<file path="src/rtl/vicuna_core_ctrl.sv">
// Run/reset controller for the Vicuna worker cores, exposed as a TL-UL register device.
// Latency: TL-UL response one cycle after accept; core_rst_o falls ResetHoldCycles+1 cycles after a CTRL write.
// Backpressure: one outstanding request; a_ready is low while a response waits for d_ready.

package vicuna_core_ctrl_pkg;
  localparam logic [2:0] TL_PUT_FULL    = 3'h0;
  localparam logic [2:0] TL_PUT_PARTIAL = 3'h1;
  localparam logic [2:0] TL_GET         = 3'h4;
  localparam logic [2:0] TL_ACK         = 3'h0;
  localparam logic [2:0] TL_ACK_DATA    = 3'h1;

  typedef struct packed {
    logic        a_valid;
    logic [2:0]  a_opcode;
    logic [2:0]  a_param;
    logic [1:0]  a_size;
    logic [7:0]  a_source;
    logic [31:0] a_address;
    logic [3:0]  a_mask;
    logic [31:0] a_data;
    logic        d_ready;
  } tl_h2d_t;

  typedef struct packed {
    logic        d_valid;
    logic [2:0]  d_opcode;
    logic [2:0]  d_param;
    logic [1:0]  d_size;
    logic [7:0]  d_source;
    logic        d_sink;
    logic [31:0] d_data;
    logic        d_error;
    logic        a_ready;
  } tl_d2h_t;
endpackage

module vicuna_core_ctrl
  import vicuna_core_ctrl_pkg::*;
#(
  parameter int unsigned NumCores        = 2,
  parameter int unsigned ResetHoldCycles = 4,
  parameter bit          AutoHalt        = 1'b1
) (
  input  logic                clk_i,
  input  logic                rst_i,
  input  tl_h2d_t             tl_i,
  output tl_d2h_t             tl_o,
  output logic [NumCores-1:0] core_rst_o,
  input  logic [NumCores-1:0] core_done_i
);

  localparam int unsigned      HoldW    = (ResetHoldCycles > 1) ? $clog2(ResetHoldCycles) : 1;
  localparam logic [HoldW-1:0] HoldInit = HoldW'(ResetHoldCycles - 1);

  typedef enum logic [1:0] {HALT, START, RUN} core_state_e;

  logic                d_valid_q;
  logic [2:0]          d_opcode_q;
  logic [1:0]          d_size_q;
  logic [7:0]          d_source_q;
  logic [31:0]         d_data_q;
  logic                d_error_q;

  logic                accept, is_get, is_put, size_ok, addr_hit, req_err;
  logic                ctrl_we, clr_we;
  logic [11:0]         offset;
  logic [31:0]         wmask, rdata;
  logic [NumCores-1:0] ctrl_wval, clr_bits;
  logic [NumCores-1:0] run_vec, running_vec, done_vec;
  logic [31:0]         cycles_arr [NumCores];
  logic                unused_bits;

  assign offset  = tl_i.a_address[11:0];
  assign accept  = tl_i.a_valid & ~d_valid_q;
  assign is_get  = (tl_i.a_opcode == TL_GET);
  assign is_put  = (tl_i.a_opcode == TL_PUT_FULL) | (tl_i.a_opcode == TL_PUT_PARTIAL);
  assign size_ok = (tl_i.a_size == 2'd2);
  assign wmask   = {{8{tl_i.a_mask[3]}}, {8{tl_i.a_mask[2]}}, {8{tl_i.a_mask[1]}}, {8{tl_i.a_mask[0]}}};

  // Address decode and read mux; misaligned offsets simply never match
  always_comb begin
    addr_hit = 1'b0;
    rdata    = '0;
    if (offset == 12'h000) begin
      addr_hit              = 1'b1;
      rdata[NumCores-1:0]   = run_vec;
    end else if (offset == 12'h004) begin
      addr_hit              = 1'b1;
      rdata[NumCores-1:0]   = running_vec;
      rdata[16 +: NumCores] = done_vec;
    end else if (offset == 12'h008) begin
      addr_hit              = 1'b1;
    end else begin
      for (int i = 0; i < NumCores; i++) begin
        if (offset == 12'h010 + 12'(4 * i)) begin
          addr_hit = 1'b1;
          rdata    = cycles_arr[i];
        end
      end
    end
  end

  assign req_err   = ~addr_hit | ~(is_get | is_put) | ~size_ok;
  assign ctrl_we   = accept & is_put & ~req_err & (offset == 12'h000);
  assign clr_we    = accept & is_put & ~req_err & (offset == 12'h008);
  assign ctrl_wval = (run_vec & ~wmask[NumCores-1:0]) | (tl_i.a_data[NumCores-1:0] & wmask[NumCores-1:0]);
  assign clr_bits  = tl_i.a_data[NumCores-1:0] & wmask[NumCores-1:0];

  assign unused_bits = ^{tl_i.a_param, tl_i.a_address[31:12], tl_i.a_data[31:NumCores], wmask[31:NumCores]};

  // Response channel: capture on accept, hold until d_ready; reset drops a pending response
  always_ff @(posedge clk_i) begin
    if (rst_i) begin
      d_valid_q  <= 1'b0;
      d_opcode_q <= TL_ACK;
      d_size_q   <= '0;
      d_source_q <= '0;
      d_data_q   <= '0;
      d_error_q  <= 1'b0;
    end else if (accept) begin
      d_valid_q  <= 1'b1;
      d_opcode_q <= is_get ? TL_ACK_DATA : TL_ACK;
      d_size_q   <= tl_i.a_size;
      d_source_q <= tl_i.a_source;
      d_data_q   <= (is_get && !req_err) ? rdata : 32'h0;
      d_error_q  <= req_err;
    end else if (tl_i.d_ready) begin
      d_valid_q  <= 1'b0;
    end
  end

  // Drive the response struct from the holding registers
  always_comb begin
    tl_o          = '0;
    tl_o.d_valid  = d_valid_q;
    tl_o.d_opcode = d_opcode_q;
    tl_o.d_size   = d_size_q;
    tl_o.d_source = d_source_q;
    tl_o.d_data   = d_data_q;
    tl_o.d_error  = d_error_q;
    tl_o.a_ready  = ~d_valid_q;
  end

  for (genvar i = 0; i < NumCores; i++) begin : g_core
    core_state_e      state_q;
    logic [HoldW-1:0] hold_q;
    logic [31:0]      cycles_q;
    logic             done_q, run_q, rst_q;

    // Per-core run bit, sticky done flag and HALT/START/RUN sequencer with registered reset output
    always_ff @(posedge clk_i) begin
      if (rst_i) begin
        state_q  <= HALT;
        hold_q   <= '0;
        cycles_q <= '0;
        done_q   <= 1'b0;
        run_q    <= 1'b0;
        rst_q    <= 1'b1;
      end else begin
        // A CTRL write beats the self-clear from a completion pulse
        if (ctrl_we)                                       run_q <= ctrl_wval[i];
        else if (AutoHalt && state_q == RUN && core_done_i[i]) run_q <= 1'b0;

        // Completion set beats a same-cycle DONE_CLR
        if (state_q == START)                        done_q <= 1'b0;
        else if (state_q == RUN && core_done_i[i])   done_q <= 1'b1;
        else if (clr_we && clr_bits[i])              done_q <= 1'b0;

        case (state_q)
          HALT: begin
            rst_q <= 1'b1;
            if (run_q) begin
              state_q <= START;
              hold_q  <= HoldInit;
            end
          end
          START: begin
            cycles_q <= '0;
            if (!run_q) begin
              state_q <= HALT;
            end else if (hold_q == '0) begin
              state_q <= RUN;
              rst_q   <= 1'b0;
            end else begin
              hold_q  <= hold_q - 1'b1;
            end
          end
          RUN: begin
            cycles_q <= cycles_q + 32'd1;
            if (!run_q) begin
              state_q <= HALT;
              rst_q   <= 1'b1;
            end
          end
          default: begin
            state_q <= HALT;
            rst_q   <= 1'b1;
          end
        endcase
      end
    end

    assign run_vec[i]     = run_q;
    assign running_vec[i] = (state_q == RUN);
    assign done_vec[i]    = done_q;
    assign core_rst_o[i]  = rst_q;
    assign cycles_arr[i]  = cycles_q;
  end

endmodule

</file>
<file path="config.mk">
export PLATFORM = sky130hd
export DESIGN_NAME = vicuna_core_ctrl
export DESIGN_NICKNAME = d
export VERILOG_FILES = /design/src/rtl/vicuna_core_ctrl.sv
export SDC_FILE = /design/constraint.sdc
export NUM_CORES = 1
export LEC_CHECK = 0
export CORE_ASPECT_RATIO = 1.4
export CORE_MARGIN = 2
export CORE_UTILIZATION = 45
export CTS_CLUSTER_DIAMETER = 60
export CTS_CLUSTER_SIZE = 40
export DETAILED_ROUTE_END_ITERATION = 8
export GPL_TIMING_DRIVEN = 0
export PLACE_DENSITY = 0.8
export SLEW_MARGIN = 5
export SYNTH_ARGS = -nofsm -noshare
export SYNTH_HDL_FRONTEND = slang
export SYNTH_SLANG_ARGS = --single-unit
</file>
<file path="constraint.sdc">
create_clock -name clk_i -period 2.2 [get_ports clk_i]
set_input_delay 0.44 -clock clk_i [delete_from_list [all_inputs] [get_ports clk_i]]
set_output_delay 0.44 -clock clk_i [all_outputs]
set_load 0.01 [all_outputs]
</file>
# --- Word level (Yosys, flattened, before mapping) ---
# Index checks and enable logic that the tools add are counted.
op_classes:
  add_sub_neg: 4
  eq_ne: 23
  mux: 54
  bitwise: 18
  reduce_logical: 29
op_table:
  columns: ["op", "n"]
  rows:
  - ["two-way mux 32 bit", 4]
  - ["one-hot mux 32 bit (2 select lines)", 2]
  - ["adder 32 x 1 -> 32 bit, second input constant", 2]
  - ["two-way mux 2 bit", 17]
  - ["two-way mux 30 bit", 1]
  - ["two-way mux 14 bit", 2]
  - ["equality test 12 x 5 -> 1 bit, second input constant", 2]
  - ["two-way mux 1 bit", 22]
  - ["nonzero test 2 bit", 9]
  - ["!= test 2 bit, second input constant", 8]
  - ["equality test 12 x 3 -> 1 bit, second input constant", 1]
  - ["equality test 12 x 4 -> 1 bit, second input constant", 1]
  - ["logical NOT 12 bit", 1]
  - ["one-hot mux 2 bit (3 select lines)", 2]
  - ["AND reduction 3 bit", 4]
  - ["logical NOT 2 bit", 4]
  - ["one-hot mux 2 bit (2 select lines)", 2]
  - ["AND reduction 4 bit", 2]
  - ["equality test 2 bit, second input constant", 3]
  - ["!= test 3 x 2 -> 1 bit, second input constant", 2]
  - ["bitwise AND 1 bit", 5]
  - ["logical AND 1 bit", 5]
  - ["inverter 1 bit", 5]
  - ["bitwise AND 2 bit", 2]
  - ["12 further kinds", 20]
word_totals:
  register_bits: 125
  in_bits: 90
  out_inout_bits: 54
  elab_cells: 146

# --- Logic depth before layout (Yosys ltp) ---
logic_depth:
  ltp_word: 15
  mapped_depth: 8
  ltp_nobuf: 6

# --- Worst setup path before layout ---
# No wires, ideal clock.
synth_path:
  path_type: "flip-flop to flip-flop"
  startpoint: "reg g_core[1].state_q[1]"
  endpoint: "reg g_core[1].cycles_q[27]"
  setup_time_ns: 0.135
  arrival_ns: 2.067
  required_time_ns: 2.065
  slack_ns: -0.002
  path_stages_with_launch: 9
  path_buffers: 2
  synth_period_minus_slack_ns: 2.202
  path_cell_list: "dfxtp_1 > inv_1 > ha_1 > buf_2 > nand3_1 > or4_1 > clkbuf_1 > o311ai_0 > o41ai_1"
synth_between:
  elab_chain_len: 2
  elab_cells_between_ends: 4
  cone_classes: "eq/ne: 2; mux: 1; reduce/logical: 1"
synth_lines:
  columns: ["item", "line", "text"]
  rows:
  - ["start: declaration", "145", "core_state_e state_q;"]
  - ["start signal: assignment", "153", "state_q <= HALT;"]
  - ["start signal: assignment", "173", "state_q <= START;"]
  - ["start signal: assignment", "180", "state_q <= HALT;"]
  - ["equality test 2 bit or equality test 2 x 1 -> 1 bit (tied branches)", "169", "case (state_q)"]
  - ["one-hot mux 32 bit (2 select lines) or nonzero test 2 bit (tied branches)", null, null]
  - ["end signal: assignment", "189", "cycles_q <= cycles_q + 32'd1;"]
  - ["end: declaration", "147", "logic [31:0] cycles_q;"]
# Parallel ways exist; a longest one is shown, timed or not.
# A chain may end at the register's enable or synchronous reset.

# --- Worst setup path in the final report ---
layout_path:
  startpoint: "reg g_core[1].state_q[0]"
  endpoint: "reg g_core[1].cycles_q[27]"
# The elaborated chain is that of the path after synthesis.

==> out/metrics.csv <==
metric,value,unit
slew_headroom,0.507,
async_flop_share,0,
antenna_cells,0,
cp_num_buf_inv,4,
drive_gt1_frac,0.116,
die_x,100,um
fmax,468,MHz
overflow,0,
reg2reg_depth,9,
min_path_type,reg -> reg,
wirelength,16300,um
path_clk_slew,0.06,ns
ys.flop_type,dfxtp_1,
synth_edf_count,0,
final-setup-viol-count,0,
cpLargestDelayFamily,simple AND/OR/NAND/NOR gates,
cts_buffers,17,
drtIter0Drc,398,
route.detailed.drc,0,
synth.avg_cell_area,8.47,sq um
p_per_area,696,nW/um^2
grt_pass1_wl,26000,um
grt_antenna_before_repair,0,
max_cap_violations,0,
dieHeight,139,um
ctsHoldBuffers,0,
core,12800,sq um
crit_arrival,2.41,ns
endpoint_kind,register,
rrSetupSlack,0.06,ns
synth-seq-cells,123,
finalClockSkew,0.00867,ns
ys_types,45,
crit_path_start,g_core[1].state_q[0],
synth_area,5860,sq um
synth_warnings,0,
period_minus_slack,2.14,ns
drt_pre_antenna_iters,5,
clock_latency,0.41,ns
synth_cells,692,
crit_type,reg -> reg,
rows,49,
status,finished clean,
start_kind,register,
grt_pass1_vias,5525,
clock_sinks,123,
cts_tree,yes,
final_nets,906,
worstMarginPinSlew,0.740,ns
grt_max_degree,17,
fin_tns_setup,0,ns
start_util,0.457,
area_growth,31.6,%
reg2reg_to,g_core[1].cycles_q[27],
path_depth,9,
crit_chain,"inv_2, ha_4, buf_6, buf_4, nand3_2, or4_4, buf_8, o311ai_1, o41ai_1",
dpl_cell_area,6870,sq um
reg2reg_from,g_core[1].state_q[0],
crit_fanout,10,
ant_nets,0,
h-tree-depth,4,
place.gp.congestion,0.881,
hold_viol_final,0,
worstPathRequired,2.47,ns
seq_area_frac_synth,0.420,
fin_area,7720,sq um
cpPeakStageDelay,0.48,ns
cts_buffer_depth,2,
crit_slowest_cell,or4_4,
grt_util_all_layers,0.233,
die_area,14000,sq um
fin_hold_ws,0.450,ns
ir_drop,0.438,mV
io_pins,144,
place_hpwl,11400,um
routedWlPerCell,16.8,um
root_buffer,clkbuf_16,
setup.worst_path.end,g_core[1].cycles_q[27],
p_leak,2.69,nW
finalMaxSlewViolations,0,
period_share,0.971,
viasPerCell,5.89,
final.fill_count,1088,
vias,5716,
port_buffers,79,
-- metrics by stage --
stage / power [W] / setup WS, ns / instances / util
finish: 0.00537 / 0.0645 / 971 / 0.602
CTS: 0.00540 / -0.0260 / 970 / 0.596
global placement: 0.00256 / -0.931 / 929 / 0.536
detailed placement: 0.00256 / -1.02 / 929 / 0.536
floorplan: 0.00243 / 0.0134 / 697 / -
global route: 0.00551 / -0.00123 / 971 / 0.602
-- cell usage in the layout, fill, tap and decap left out, types with 7 or more instances in the layout --
master,count
nand2b_1,8
xor2_1,13
clkbuf_1,23
or4_1,24
buf_4,26
o211ai_1,7
nand3_1,23
nand4_1,27
ha_1,8
nor2_1,34
clkdlybuf4s50_1,79
and4_1,9
dfxtp_1,117
inv_1,18
mux2i_1,40
o31ai_1,17
or3_1,9
o21ai_0,44
clkbuf_16,17
nor3_1,8
a21oi_1,47
nand2_1,98
xnor2_1,11
-- synthesized netlist by cell type, types with 7 or more instances --
cell type  instances  area, sq um
inv_1             21         78.8
nand3_1           24          120
ha_1              10          125
nor2_1            34          128
nor3_1             9         45.0
mux2i_1           40          400
xnor2_1           11         96.3
a21oi_1           48          240
nor4_1             8         50.1
dfxtp_1          123         2460
and4_1            11         96.3
xor2_1            13          114
buf_4             10         75.1
or3_1              9         56.3
or4_1             27          203
o41ai_1            7         61.3
nand2b_1           8         50.1
o31ai_1           17          128
o211ai_1           7         52.6
clkbuf_1          30          113
nand2_1           98          368
o21ai_0           44          220
nand4_1           27          169
-- state kept, by name (all words and copies together), names as in the netlist, 4 cells and up --
register / flops
g_core.state_q: 4
g_core.hold_q: 4
g_core.cycles_q: 64
d_source_q: 8
d_data_q: 32
-- routing by layer --
| metal | routed length [um] | GRT usage |
|---|---|---|
| met5 | 0 | 0 |
| met4 | 658 | 0.115 |
| met3 | 925 | 0.0454 |
| met2 | 8360 | 0.422 |
| met1 | 6370 | 0.254 |
-- tightest hold or removal path: cells and delay by family, from the launching register on --
family             cells  cell delay, ns
AOI/OAI and AO/OA      1            0.05
and+or+nand+nor        1            0.04
DFF                    1            0.32
-- how the worst min path moves through the flow --
stage	from	end	slack (ns)	depth (start not counted)
floorplan	g_core[0].cycles_q[31]	g_core[0].cycles_q[31]	0.45	2
global placement	d_data_q[2]	d_data_q[2]	0.43	2
detailed placement	d_data_q[10]	d_data_q[10]	0.44	2
CTS	d_source_q[4]	d_source_q[4]	0.45	2
global route	d_source_q[3]	d_source_q[3]	0.47	2
finish	d_data_q[10]	d_data_q[10]	0.45	2
-- cells by family (layout without fill, tap and decap cells) --
| kind of cell | after synthesis | after routing | synth area share |
|---|---|---|---|
| and+or+nand+nor | 275 | 275 | 0.247 |
| AOI/OAI and AO/OA | 146 | 146 | 0.151 |
| DFF | 123 | 123 | 0.420 |
| buffers and inverters | 71 | 192 | 0.0527 |
| muxes | 42 | 42 | 0.0721 |
| xor gates and xnor gates | 24 | 24 | 0.0359 |
| adders and majority gates | 10 | 10 | 0.0213 |
| other | 1 | 6 | 0.000640 |
-- power breakdown --
part / switching (W) / leakage (nW) / total, W / internal, W
Clock: 0.000959 / 0.296 / 0.00285 / 0.00189
Combinational: 0.000144 / 1.40 / 0.000270 / 0.000126
Sequential: 0.00000812 / 0.996 / 0.00225 / 0.00224
-- repair_timing --
action,in CTS,in global routing
pin swaps,6,4
setup endpoints to repair,56,52
resized for setup,24,22
buffers inserted,12,4
-- cell type report --
type / count / area, sq um / share of cell area
Clock buffer: 24 / 492 / 0.0637
Clock inverter: 7 / 113 / 0.0146
Buffer: 45 / 240 / 0.0311
Timing Repair Buffer: 95 / 911 / 0.118
Multi-Input combinational cell: 503 / 3220 / 0.417
Tap cell: 153 / 191 / 0.0248
Inverter: 21 / 78.8 / 0.0102
Sequential cell: 123 / 2470 / 0.320
Note: power is estimated with default switching activity, not from simulation.
